## src/rtl/regfile_wb_arbiter.sv

```systemverilog
// regfile_wb_arbiter
//   Shares the register file's single write port between two writeback
//   sources (0: ALU/EX, 1: load / multi-cycle unit). Each source feeds its
//   own DEPTH-entry FIFO. A round-robin arbiter drains one entry per cycle
//   into registered write-port outputs. A combinational hazard check flags
//   reads of registers that still have a write in flight.
//
// Ports
//   clk, reset                 clock; asynchronous active-low reset
//   sN_valid/addr/data/ready   source N write offer and FIFO-not-full
//   rf_we/rf_waddr/rf_wdata    registered register-file write port
//   chk_addr1/chk_addr2        read addresses to hazard-check
//   hazard                     a checked address has a pending write
//   idle                       both FIFOs empty and rf_we low
module regfile_wb_arbiter #(
  parameter int DEPTH = 2,
  parameter int AW    = 5,
  parameter int DW    = 32
) (
  input  logic          clk,
  input  logic          reset,
  input  logic          s0_valid,
  input  logic [AW-1:0] s0_addr,
  input  logic [DW-1:0] s0_data,
  output logic          s0_ready,
  input  logic          s1_valid,
  input  logic [AW-1:0] s1_addr,
  input  logic [DW-1:0] s1_data,
  output logic          s1_ready,
  output logic          rf_we,
  output logic [AW-1:0] rf_waddr,
  output logic [DW-1:0] rf_wdata,
  input  logic [AW-1:0] chk_addr1,
  input  logic [AW-1:0] chk_addr2,
  output logic          hazard,
  output logic          idle
);
  localparam int PW = $clog2(DEPTH);
  localparam int CW = PW + 1;

  logic [1:0]                         in_vld;
  logic [1:0][AW-1:0]                 in_addr;
  logic [1:0][DW-1:0]                 in_data;

  logic [1:0][DEPTH-1:0][AW-1:0]      addr_q;
  logic [1:0][DEPTH-1:0][DW-1:0]      data_q;
  logic [1:0][PW-1:0]                 wr_ptr_q, rd_ptr_q;
  logic [1:0][CW-1:0]                 cnt_q, cnt_d;
  logic                               last_grant_q, last_grant_d;
  logic                               rf_we_q, rf_we_d;
  logic [AW-1:0]                      rf_waddr_q, rf_waddr_d;
  logic [DW-1:0]                      rf_wdata_q, rf_wdata_d;

  logic [1:0]                         empty, full, push, pop;
  logic                               gnt_vld, gnt_sel;
  logic [PW-1:0]                      off;
  logic                               hit1, hit2;

  assign in_vld  = {s1_valid, s0_valid};
  assign in_addr = {s1_addr, s0_addr};
  assign in_data = {s1_data, s0_data};

  // Ready looks only at registered occupancy: a pop this cycle does not
  // open a slot until the next cycle. Register-0 writes are accepted but
  // dropped on the floor.
  always_comb begin
    empty = '0;
    full  = '0;
    push  = '0;
    for (int s = 0; s < 2; s++) begin
      empty[s] = (cnt_q[s] == '0);
      full[s]  = (cnt_q[s] == CW'(DEPTH));
      push[s]  = in_vld[s] & ~full[s] & (in_addr[s] != '0);
    end
  end

  // Round robin: a lone non-empty FIFO wins outright; under contention the
  // source that did not win last time goes.
  always_comb begin
    gnt_vld = ~(empty[0] & empty[1]);
    if (!empty[0] && !empty[1]) gnt_sel = ~last_grant_q;
    else                        gnt_sel = empty[0];
    pop = '0;
    if (gnt_vld) pop[gnt_sel] = 1'b1;

    last_grant_d = last_grant_q;
    rf_we_d      = gnt_vld;
    rf_waddr_d   = rf_waddr_q;
    rf_wdata_d   = rf_wdata_q;
    if (gnt_vld) begin
      last_grant_d = gnt_sel;
      rf_waddr_d   = addr_q[gnt_sel][rd_ptr_q[gnt_sel]];
      rf_wdata_d   = data_q[gnt_sel][rd_ptr_q[gnt_sel]];
    end

    for (int s = 0; s < 2; s++)
      cnt_d[s] = cnt_q[s] + CW'(push[s]) - CW'(pop[s]);
  end

  always_ff @(posedge clk or negedge reset) begin
    if (!reset) begin
      addr_q       <= '0;
      data_q       <= '0;
      wr_ptr_q     <= '0;
      rd_ptr_q     <= '0;
      cnt_q        <= '0;
      last_grant_q <= 1'b1;
      rf_we_q      <= 1'b0;
      rf_waddr_q   <= '0;
      rf_wdata_q   <= '0;
    end else begin
      for (int s = 0; s < 2; s++) begin
        if (push[s]) begin
          addr_q[s][wr_ptr_q[s]] <= in_addr[s];
          data_q[s][wr_ptr_q[s]] <= in_data[s];
          wr_ptr_q[s]            <= wr_ptr_q[s] + 1'b1;
        end
        if (pop[s]) rd_ptr_q[s] <= rd_ptr_q[s] + 1'b1;
      end
      cnt_q        <= cnt_d;
      last_grant_q <= last_grant_d;
      rf_we_q      <= rf_we_d;
      rf_waddr_q   <= rf_waddr_d;
      rf_wdata_q   <= rf_wdata_d;
    end
  end

  // An entry is live when its distance from the read pointer (mod DEPTH)
  // is below the occupancy. Entries being pushed this cycle are not seen.
  always_comb begin
    hit1 = rf_we_q && (rf_waddr_q == chk_addr1);
    hit2 = rf_we_q && (rf_waddr_q == chk_addr2);
    off  = '0;
    for (int s = 0; s < 2; s++) begin
      for (int i = 0; i < DEPTH; i++) begin
        off = PW'(i) - rd_ptr_q[s];
        if (CW'(off) < cnt_q[s]) begin
          if (addr_q[s][i] == chk_addr1) hit1 = 1'b1;
          if (addr_q[s][i] == chk_addr2) hit2 = 1'b1;
        end
      end
    end
    hazard = (hit1 && (chk_addr1 != '0)) || (hit2 && (chk_addr2 != '0));
  end

  assign s0_ready = ~full[0];
  assign s1_ready = ~full[1];
  assign rf_we    = rf_we_q;
  assign rf_waddr = rf_waddr_q;
  assign rf_wdata = rf_wdata_q;
  assign idle     = empty[0] & empty[1] & ~rf_we_q;

endmodule

```

## config.mk

```make
export PLATFORM = sky130hd
export DESIGN_NAME = regfile_wb_arbiter
export DESIGN_NICKNAME = d
export VERILOG_FILES = /design/src/rtl/regfile_wb_arbiter.sv
export SDC_FILE = /design/constraint.sdc
export NUM_CORES = 1
export LEC_CHECK = 0
export CAP_MARGIN = 15
export CELL_PAD_IN_SITES_DETAIL_PLACEMENT = 0
export CELL_PAD_IN_SITES_GLOBAL_PLACEMENT = 2
export CORE_MARGIN = 2
export CORE_UTILIZATION = 40
export DETAILED_ROUTE_END_ITERATION = 10
export PLACE_DENSITY_LB_ADDON = 0.1
export SYNTH_ARGS = -nofsm -noshare
export SYNTH_HDL_FRONTEND = slang
export SYNTH_SLANG_ARGS = --single-unit
```

## constraint.sdc

```tcl
create_clock -name clk -period 4.1 [get_ports clk]
set_input_delay 0.82 -clock clk [delete_from_list [all_inputs] [get_ports clk]]
set_output_delay 0.82 -clock clk [all_outputs]
set_load 0.02 [all_outputs]
```

# --- After elaboration in Yosys (flattened, before gate mapping) ---
# Cells that the tools add are included.
classes:
  n_addsub: 12
  n_mul: 0
  div_mod_pow: 0
  magnitude_cmp: 11
  eq_ne: 12
  shift: 0
  mux: 42
  bitwise_logic: 11
  n_reduce_logical: 17
ops:
  columns: ["op", "n"]
  rows:
  - ["64-bit bitwise mux", 2]
  - ["32-bit two-way mux", 4]
  - ["64-bit two-way mux", 2]
  - ["32-bit demux with 1-bit select", 2]
  - ["5-bit == test", 10]
  - ["10-bit bitwise mux", 2]
  - ["1-bit two-way mux", 20]
  - ["10-bit two-way mux", 2]
  - ["5-bit two-way mux", 4]
  - ["5-bit nonzero test", 4]
  - ["5-bit demux with 1-bit select", 2]
  - ["1-bit logical AND", 8]
  - ["1-bit by 2-bit less-than comparator with 1-bit output", 4]
  - ["1-bit by 2-bit less-than comparator with 1-bit output, second input constant", 4]
  - ["1-bit bitwise AND", 6]
  - ["1-bit inverter", 5]
  - ["1-bit adder, second input constant", 4]
  - ["2-bit by 1-bit adder with 2-bit output", 2]
  - ["2-bit == test, second input constant", 2]
  - ["2-bit zero test", 2]
  - ["1-bit subtractor, first input constant", 4]
  - ["2-bit by 1-bit subtractor with 2-bit output", 2]
  - ["1-bit >= comparator, second input constant", 3]
  - ["1-bit zero test", 2]
  - ["other kinds (3)", 3]
word_totals:
  regBits: 195
  latchBits: 0
  ram_bits: 0
  mem_bits_ro: 0
  inputBits: 88
  output_inout_bits: 42
  word_cells: 123
  memories: 0

# --- Depth between registers and ports, before layout ---
logic_depth:
  word_depth: 12
  mapped_depth: 10
  depth_no_buf: 9

# --- Least setup slack after synthesis ---
# No wires, ideal clock.
synth_timing:
  kind: "input to output"
  startpoint: "input chk_addr2[0]"
  endpoint: "output hazard"
  arrival_time_ns: 1.868
  t_required_ns: 3.280
  setup_slack_ns: 1.412
  path_stages: 6
  n_path_buf: 1
  cell_sequence: "clkbuf_1 > xor2_1 > nor4_1 > nand3_1 > nand4_1 > a22o_1"
synth_between:
  elab_chain_cells: 12
  elab_cells_between_ends: 17
  cone_classes: "eq/ne (5); mux (8); reduce/logical (4)"
synth_lines:
  columns: ["element", "line", "source"]
  rows:
  - ["start, declared", "34", "input logic [AW-1:0] chk_addr2,"]
  - ["5-bit == test", "132", "hit2 = rf_we_q && (rf_waddr_q == chk_addr2);"]
  - ["1-bit logical AND", "132", null]
  - ["1-bit two-way mux", "139", "if (addr_q[s][i] == chk_addr2) hit2 = 1'b1;"]
  - ["1-bit two-way mux", "137", "if (CW'(off) < cnt_q[s]) begin"]
  - ["1-bit two-way mux", "139", null]
  - ["1-bit two-way mux", "137", null]
  - ["1-bit two-way mux", "139", null]
  - ["1-bit two-way mux", "137", null]
  - ["1-bit two-way mux", "139", null]
  - ["1-bit two-way mux", "137", null]
  - ["1-bit logical AND *", "143", "hazard = (hit1 && (chk_addr1 != '0)) || (hit2 && (chk_addr2 != '0));"]
  - ["1-bit logical OR *", "143", null]
  - ["end, declared", "35", "output logic hazard,"]
# Every way passes the cells marked *; elsewhere a longest branch is shown, timed or not.

# --- Worst setup path after layout ---
# Same ends and word-level chain as after synthesis.

==> out/metrics.yaml <==
status:
  outcome: "completed"
synth:
  syn_nets: 828
  yosys.area.top_type: "dfrtp_1"
  synth.avg_cell_area_um2: 12.7
  yosys-top-cells-area: "dfrtp_1, mux2_2, mux2_4"
  synth-edff-count: 0
  yosys.area.top_type_share_pct: 51.9
  synth_top_flop_cell: "dfrtp_1"
  synthCells: 736
  synth.distinct_cells: 32
  synth_area_mm2: 0.00936
  seq_area_frac_synth_pct: 52.2
  ys_seq_elements: 195
  yosys_warnings: 0
  async_reset_ff_share_pct: 100
final_layout:
  fillCellCount: 2015
  multi_input_area_mm2: 0.00412
  syn_to_final_growth_pct: 22.1
  n_antenna_cell: 0
  final_layout_size_suffix_gt1_share_pct: 27.7
  nNetsFinal: 940
  seq_area_mm2: 0.00488
global_route:
  grt_max_degree: 100
  grt_busiest_layer: "met2"
  met3_usage_pct: 4.05
  globalRoute.totalOverflow: 0
  first_global_vias: 6425
  antenna_found_initial: 1
  grt_usage_pct: 19.0
  grt_util_met1_pct: 25.5
  use_met2_pct: 31.5
  grt_pass1_wl_mm: 35.6
timing:
  drv_slew: 0
  worst_slew_pin_slew_ns: 0.858
  final-hold-violation-count: 0
  finalCriticalPeriod_ns: 3.74
  rsz0062_at_grt: "false"
  skew_ns: 0.0149
  fin_crit_sh_pct: 91.3
  setup_viol: 0
  max_slew_margin_pct: 42.8
  max_freq_ghz: 0.267
  finalSetupTns_ns: 0
clock_network:
  post_cts_resized: 0
  cts_root_buffer: "clkbuf_16"
  clockBufferDepth: 2
  clk_latency_ns: 0.44
  clk_pin_slew_ns: 0.07
  cts.sinks: 195
  post_cts.repair.setup_buffers: 0
  cts_hold_buf: 0
  cts_buffers: 17
  cts_tree: "built"
  ctsHtreeMaxLevel: 4
critical_path:
  cp.required_ns: 3.28
  r2r_setup_slack_ns: 1.60
  critical_path_class: "in2out"
  slowest_delay_ns: 0.60
  reg2reg_from: "cnt_q[3]"
  crit_fanout: 6
  critical_path_arrival_ns: 2.92
  cp_common_cell: "clkdlybuf4s50_1"
  reg2reg_to: "cnt_q[3]"
  critical_path_buf_inv_count: 2
  r2r.worst_path.cells: 8
  cpMaxStageDelayCell: "clkdlybuf4s50_1"
  path_cells: "clkdlybuf4s50_1 > xor2_1 > nor4_1 > a31oi_1 > nand4_1 > a22o_1 > clkdlybuf4s50_1"
  start_kind: "primary input"
  path_delay_family: "buffers and inverters"
  cp-startpoint: "chk_addr2[0]"
  end_kind: "output port"
floorplan:
  die_area_mm2: 0.0246
  die_w_um: 157
  start_util_pct: 41.1
  row_count: 55
  num_io_pins: 130
  dieHeight_um: 157
  core_mm2: 0.0228
route:
  wl_per_cell_um: 19.1
  final_antenna_net_count: 0
  drtIter0Drc: 231
  drc_errors: 0
  dr.pass1.iters: 4
  via_per_inst: 5.01
  drt_wl_total_mm: 22.4
  via_count: 5878
placement:
  place_congestion: 0.814
  io_buffers: 129
  place_hpwl_mm: 15.1
pwr:
  pwr-share-clk_pct: 17.3
  combPwrFrac_pct: 44.5
  leakage_nw: 4.88
  pwr-share-seq_pct: 38.2
  intPower_w: 0.00616
  power.switching_w: 0.00358
  vdd_drop_max_mv: 0.388
  p_sw_share_pct: 36.7
  total_power_w: 0.00974
  power.density_mw_per_mm2: 852
worst_hold_path:
  hp-class: "in2async"
flow_run:
  cap_violations: 0
routing by layer:
metal,vias to the layer above,share of wire [%]
li1,2775,-
met1,2957,47
met2,123,47
met3,21,4.3
met4,2,1.1
met5,-,0.054
placed cells by master (no fill, tap or decap), drive strengths merged, types with 2 or more instances in the layout:
cell type      count
nand2b             2
o21ai             74
nor2              10
nor3               4
ha                 4
a31oi              2
xnor2             28
or4                2
clkinv             6
nor4               9
mux2             185
buf               12
a21oi              4
xor2              28
nand2             82
clkbuf            18
dfrtp            194
clkdlybuf4s50    128
nand4              4
o211ai             2
inv               13
or2                2
nand3              6
mux2i             37
worst register-to-register path: stages (launching register included):
cell     delay, ns
dfrtp_1       0.46
nor4_2        0.34
buf_4         0.63
nor2_1        0.16
ha_1          0.31
inv_1         0.04
ha_1          0.18
xnor2_1       0.17
xnor2_1       0.14
layout make-up:
type                            instances  share of cell area, %
Multi-Input combinational cell        486                   36.1
Clock buffer                           17                   3.72
Timing Repair Buffer                  141                   12.3
Tap cell                              313                   3.43
Clock inverter                         14                   1.45
Inverter                                7                  0.230
Sequential cell                       195                   42.7
cells in the mapped netlist (all sizes together), types with 6 or more instances:
master and count:
nor4 9, mux2 185, clkbuf 24, nor2 10
xor2 28, buf 24, xnor2 28, dfrtp 194
nand2 82, nand3 6, o21ai 74, inv 7
mux2i 37
per-stage QoR:
| step | instances | util [%] | hold slack, ns | instance area [um^2] | setup WS (ns) |
|---|---|---|---|---|---|
| floorplan | 736 | - | 0.464 | 9360 | 1.41 |
| global placement | 1142 | 47.6 | 0.465 | 10800 | 0.403 |
| detailed placement | 1142 | 47.6 | 0.470 | 10800 | 0.352 |
| CTS | 1173 | 50.2 | 0.488 | 11400 | 0.351 |
| global route | 1173 | 50.2 | 0.498 | 11400 | 0.235 |
| finish | 1173 | 50.2 | 0.470 | 11400 | 0.356 |
registers in the layout, summed over array words and instances (netlist names):
signal and flops:
addr_q 20, cnt_q 4, data_q 128, last_grant_q 1, rd_ptr_q 2, rf_waddr 5, rf_wdata 32, rf_we 1
wr_ptr_q 2
cell families (layout without fill, tap and decap cells):
| kind of cell | count (synthesis) | in the layout | share of synthesized area (%) |
|---|---|---|---|
| AO/OA/AOI/OAI | 83 | 83 | 4.67 |
| XOR/XNOR | 56 | 56 | 5.24 |
| adder cells (fa/ha/maj) | 4 | 4 | 0.535 |
| buffers and inverters | 55 | 179 | 3.89 |
| flip-flops | 195 | 195 | 52.2 |
| multiplexers | 222 | 222 | 27.8 |
| AND/OR/NAND/NOR | 121 | 121 | 5.74 |
worst max path at each step:
stage	endpoint	slack (ns)	cells past startpoint
2_1_floorplan	hazard	1.41	6
3_3_place_gp	hazard	0.40	7
3_5_place_dp	hazard	0.35	7
4_1_cts	hazard	0.35	7
5_1_grt	hazard	0.23	7
6_report	hazard	0.36	7
power groups by stage:
stage	clock network [W]	logic [W]	registers (W)
6_report	0.00169	0.00433	0.00372
5_1_grt	0.00181	0.00476	0.00385
4_1_cts	0.00173	0.00442	0.00373
3_5_place_dp	0	0.00440	0.00377
3_3_place_gp	0	0.00428	0.00371
2_1_floorplan	0	0.00306	0.00370
Power figures use the tool's default switching activity.
